## src/rtl/instr_fetch_sequencer.sv

```systemverilog
// Instruction fetch sequencer: walks the ROM from its PC, assembles 1- or 2-byte
// instructions, issues them over valid/ready and applies branches or halts at handshake.
module instr_fetch_sequencer #(
  parameter logic [4:0]  START_ADDR    = 5'd0,
  parameter logic [15:0] TWO_BYTE_MASK = 16'h0018,
  parameter logic [3:0]  HALT_OPCODE   = 4'h1
) (
  input  logic       clk,
  input  logic       reset,
  input  logic       start,
  output logic [4:0] rom_addr,
  input  logic [7:0] rom_data,
  output logic       instr_valid,
  input  logic       exec_ready,
  output logic [3:0] opcode,
  output logic [3:0] operand,
  output logic [7:0] imm,
  output logic [4:0] instr_addr,
  input  logic       branch_en,
  input  logic [4:0] branch_target,
  output logic       busy,
  output logic       halted
);

  typedef enum logic [2:0] {
    IDLE,
    FETCH1,
    FETCH2,
    ISSUE,
    HALTED
  } state_t;

  state_t     state_q, state_d;
  logic [4:0] pc_q, pc_d;
  logic [3:0] opcode_q, opcode_d;
  logic [3:0] operand_q, operand_d;
  logic [7:0] imm_q, imm_d;
  logic [4:0] instr_addr_q, instr_addr_d;
  logic       instr_valid_q, instr_valid_d;
  logic       busy_q, busy_d;
  logic       halted_q, halted_d;
  logic       handshake;

  assign handshake = (state_q == ISSUE) && exec_ready;

  always_ff @(posedge clk or posedge reset) begin
    if (reset) begin
      state_q       <= IDLE;
      pc_q          <= START_ADDR;
      opcode_q      <= '0;
      operand_q     <= '0;
      imm_q         <= '0;
      instr_addr_q  <= START_ADDR;
      instr_valid_q <= 1'b0;
      busy_q        <= 1'b0;
      halted_q      <= 1'b0;
    end else begin
      state_q       <= state_d;
      pc_q          <= pc_d;
      opcode_q      <= opcode_d;
      operand_q     <= operand_d;
      imm_q         <= imm_d;
      instr_addr_q  <= instr_addr_d;
      instr_valid_q <= instr_valid_d;
      busy_q        <= busy_d;
      halted_q      <= halted_d;
    end
  end

  // Next state, PC and instruction fields.
  always_comb begin
    state_d      = state_q;
    pc_d         = pc_q;
    opcode_d     = opcode_q;
    operand_d    = operand_q;
    imm_d        = imm_q;
    instr_addr_d = instr_addr_q;
    unique case (state_q)
      IDLE, HALTED: begin
        if (start) begin
          pc_d    = START_ADDR;
          state_d = FETCH1;
        end
      end
      FETCH1: begin
        opcode_d     = rom_data[7:4];
        operand_d    = rom_data[3:0];
        imm_d        = '0;
        instr_addr_d = pc_q;
        pc_d         = pc_q + 5'd1;
        state_d      = TWO_BYTE_MASK[rom_data[7:4]] ? FETCH2 : ISSUE;
      end
      FETCH2: begin
        imm_d   = rom_data;
        pc_d    = pc_q + 5'd1;
        state_d = ISSUE;
      end
      ISSUE: begin
        // Halt takes priority over a branch presented with the same handshake.
        if (handshake) begin
          if (opcode_q == HALT_OPCODE) begin
            state_d = HALTED;
          end else begin
            if (branch_en) pc_d = branch_target;
            state_d = FETCH1;
          end
        end
      end
      default: state_d = IDLE;
    endcase
  end

  // Status outputs are registered by decoding the upcoming state.
  always_comb begin
    instr_valid_d = (state_d == ISSUE);
    busy_d        = (state_d == FETCH1) || (state_d == FETCH2) || (state_d == ISSUE);
    halted_d      = (state_d == HALTED);
  end

  assign rom_addr    = pc_q;
  assign instr_valid = instr_valid_q;
  assign opcode      = opcode_q;
  assign operand     = operand_q;
  assign imm         = imm_q;
  assign instr_addr  = instr_addr_q;
  assign busy        = busy_q;
  assign halted      = halted_q;

endmodule

```

## config.mk

```make
export PLATFORM = sky130hd
export DESIGN_NAME = instr_fetch_sequencer
export DESIGN_NICKNAME = d
export VERILOG_FILES = /design/src/rtl/instr_fetch_sequencer.sv
export SDC_FILE = /design/constraint.sdc
export NUM_CORES = 1
export LEC_CHECK = 0
export CAP_MARGIN = 10
export CORE_MARGIN = 4
export CORE_UTILIZATION = 46
export DETAILED_ROUTE_END_ITERATION = 12
export PLACE_DENSITY = 0.79
export SLEW_MARGIN = 20
export SYNTH_ARGS = -nofsm -noshare
export SYNTH_HDL_FRONTEND = slang
export SYNTH_SLANG_ARGS = --single-unit
```

## constraint.sdc

```tcl
create_clock -name clk -period 1.8 [get_ports clk]
set_input_delay 0.54 -clock clk [delete_from_list [all_inputs] [get_ports clk]]
set_output_delay 0.54 -clock clk [all_outputs]
set_load 0.01 [all_outputs]
```

==> results.yml <==
outcome:
  status: "finished clean"
floorplan:
  num_io_pins: 47
  die_w_um: 65.4
  coreArea_mm2: 0.00310
  dieArea_mm2: 0.00428
  die_y_um: 65.4
  start_util_pct: 48.9
  row_count: 20
critical_path:
  critical_path.top_delay_family: "buffers and inverters"
  worst-r2r-setup-slack_ns: 0.19
  worstReg2RegStart: "state_q[0]"
  path_class: "reg2out"
  critPathMaxStageDelay_ns: 0.53
  worstPathArrival_ns: 1.20
  cp-end-kind: "primary output"
  r2r_end: "imm[1]"
  start_kind: "flip-flop"
  reg2reg_depth: 4
  worstPathMaxFanout: 1
  critPathBufInv: 1
  slowest_stage: "clkdlybuf4s50_1"
  cp_cell_sequence: "clkdlybuf4s50_1"
  cp.required_ns: 1.26
worst_hold_path:
  hold_class: "reg2reg"
  min_to: "instr_addr[4]"
  holdCritStartpoint: "instr_addr[4]"
  hold_depth: 1
power:
  p_total_w: 0.00365
  peakVddDrop_uv: 900
  p_leak_nw: 1.11
  power_density_mw_per_mm2: 1660
clock_tree:
  cts_tree: "built"
  cts.clk_slew.worst_paths_ns: 0.09
  clk_latency_ns: 0.34
  cts_sinks: 32
  cts-root-buf: "clkbuf_4"
  htree_levels: 2
  cts_buffers: 5
  cts_buffer_depth: 2
  cts_hold_buf: 0
global_routing:
  grt_max_degree: 33
  grt_pass1_wl_um: 6410
  grt.total_usage_pct: 19.5
  grt_pass1_vias: 1405
  overflow: 0
  antenna_found_initial: 0
timing:
  finalClockSkew_ns: 0.00902
  finalSetupViolations: 0
  hold_viol: 0
  period_needed_ns: 1.74
  rsz0062_at_grt: "false"
  fmax_mhz: 574
  max-slew-margin-rel_pct: 64.3
  timing.final.crit_share_pct: 96.8
  worstMarginPinSlew_ns: 0.533
  fin_hold_ws_ns: 0.506
  drv_slew: 0
detailed_routing:
  dr_total_vias: 1319
  drc: 0
  drtPass1Iterations: 4
  postRouteAntennaNets: 0
  via_per_inst: 5.43
  wl_per_cell_um: 15.1
  drt_iter0_markers: 46
  wl_um: 3660
yosys:
  seq_area_frac_synth_pct: 52.8
  synth-xor-area-share_pct: 1.15
  synth-compound-area-share_pct: 19.5
  syn_inst: 135
  synth_seq_cells: 32
  avgSynthCellArea_um2: 11.2
  syn-num-nets: 154
  synthMuxAreaShare_pct: 9.65
  yosys_warnings: 0
  syn_area_mm2: 0.00152
  yosys.area_share.simple_pct: 12.9
  synthAdderAreaFrac_pct: 0.824
  synth_top_family_by_area: "compound AO/OA/AOI/OAI gates"
  yosysUniqueCellTypes: 42
placed_design:
  place.gp.congestion: 0.834
  dp_hpwl_um: 2710
  io_buffers: 46
  place_area_mm2: 0.00211
  dp_cells: 233
run:
  drv_cap: 0
final_layout:
  utilization_pct: 70.7
  syn_to_final_growth_pct: 44.6
  antennaDiodeCount: 0
  fillCellCount: 263
  drive_above_1_share_pct: 22.1
  nets: 218
  final_area_mm2: 0.00219
  regArea_um2: 802
  fin_cells: 243
  multi_input_area_um2: 669
[how the worst max path moves through the flow]
stage	slack, ns	startpoint	cells past startpoint	endpoint
after floorplan	0.24	opcode[1]	4	rom_addr[1]
after global placement	-0.05	exec_ready	4	rom_addr[0]
after detailed placement	-0.10	start	5	busy
after CTS	0.0002	instr_addr[2]	1	instr_addr[2]
after global routing	0.002	halted	1	halted
final	0.06	halted	1	halted
[state kept, by name, indices dropped and copies added, names as in the netlist]
register and count:
imm 8, instr_addr 5, rom_addr 5, opcode 4, operand 4, state_q 3
busy 1, halted 1, instr_valid 1
[cells in the final DEF (no fill, tap or decap), types with 3 or more instances in the layout]
| master | instances |
|---|---|
| a21oi_1 | 3 |
| o31ai_1 | 5 |
| nand2_1 | 10 |
| nor2_1 | 7 |
| mux2_2 | 13 |
| clkdlybuf4s50_1 | 19 |
| dlymetal6s2s_1 | 13 |
| dlygate4sd2_1 | 14 |
| buf_4 | 17 |
| a22oi_1 | 7 |
| dfrtp_1 | 31 |
| clkbuf_4 | 5 |
| o21ai_0 | 9 |
| inv_1 | 5 |
| a31oi_1 | 3 |
[Yosys cell counts]
master,number,area (µm²)
nor3_1,2,10.0
nand3_1,2,10.0
ha_1,1,12.5
a311oi_1,1,8.76
clkbuf_1,2,7.51
nand2_1,10,37.5
a22oi_1,7,52.6
a31oi_1,3,18.8
o31ai_1,5,37.5
a311o_1,1,10.0
o2bb2ai_1,2,17.5
a21o_1,1,7.51
nor3b_1,2,15.0
xnor2_1,2,17.5
and3_2,1,7.51
or2_4,1,8.76
and2_1,1,6.26
or4_1,1,7.51
mux2_2,13,146
nand2_2,1,6.26
o21ai_1,1,5.00
nor4_1,1,6.26
a21boi_2,1,11.3
nor4b_1,1,8.76
and3_1,1,6.26
buf_2,2,10.0
o21bai_2,1,11.3
a21oi_1,3,15.0
a31oi_4,1,21.3
a221oi_1,1,8.76
nand2b_1,1,6.26
inv_1,5,18.8
o21ai_0,9,45.0
nor2b_1,2,12.5
a41o_1,2,20.0
o22ai_1,1,6.26
or4b_4,1,13.8
dfrtp_1,32,801
nor2_1,7,26.3
buf_1,1,3.75
nand3b_1,1,7.51
buf_4,1,7.51
[cell type report]
| cell class | count | share of cell area (%) |
|---|---|---|
| clock buffer | 6 | 1.88 |
| clock inverter | 1 | 0.228 |
| inverter | 5 | 0.855 |
| multi-input combinational | 92 | 30.5 |
| sequential | 32 | 36.5 |
| tap | 44 | 2.51 |
| timing repair buffer | 63 | 27.5 |
[per-stage QoR]
stage / TNS (ns) / setup slack (ns)
global placement: -0.0989 / -0.0536
finish: 0 / 0.0582
detailed placement: -0.366 / -0.103
floorplan: 0 / 0.245
CTS: 0 / 0.000198
global route: 0 / 0.00188
[power breakdown]
group / internal (W) / leakage (nW) / total (W) / switching [W]
logic: 0.00106 / 0.687 / 0.00195 / 0.000893
clock network: 0.000144 / 0.0281 / 0.000376 / 0.000232
registers: 0.00106 / 0.394 / 0.00133 / 0.000272
[timing repair]
item | 4_1_cts | 5_1_grt
resized for setup | 15 | 13
endpoints found under the setup margin | 17 | 13
buffers inserted | 3 | 0
hold endpoints to repair | 0 | 0
[per-layer routing]
layer | part of all wire [%] | global-route usage (%) | routed length [µm]
met1 | 44 | 25.1 | 1630
met2 | 48 | 30.8 | 1760
met3 | 6.1 | 6.15 | 222
met4 | 1.5 | 6.99 | 56
met5 | 0 | 0 | 0
[cells by family (layout without fill, tap and decap cells)]
| kind of cell | Yosys count | after routing |
|---|---|---|
| and+or+nand+nor | 36 | 36 |
| xor gates and xnor gates | 2 | 2 |
| DFF | 32 | 32 |
| muxes | 13 | 13 |
| buffers and inverters | 11 | 75 |
| AOI/OAI and AO/OA | 40 | 40 |
| adders and majority gates | 1 | 1 |
Note: power is estimated with default switching activity, not from simulation.
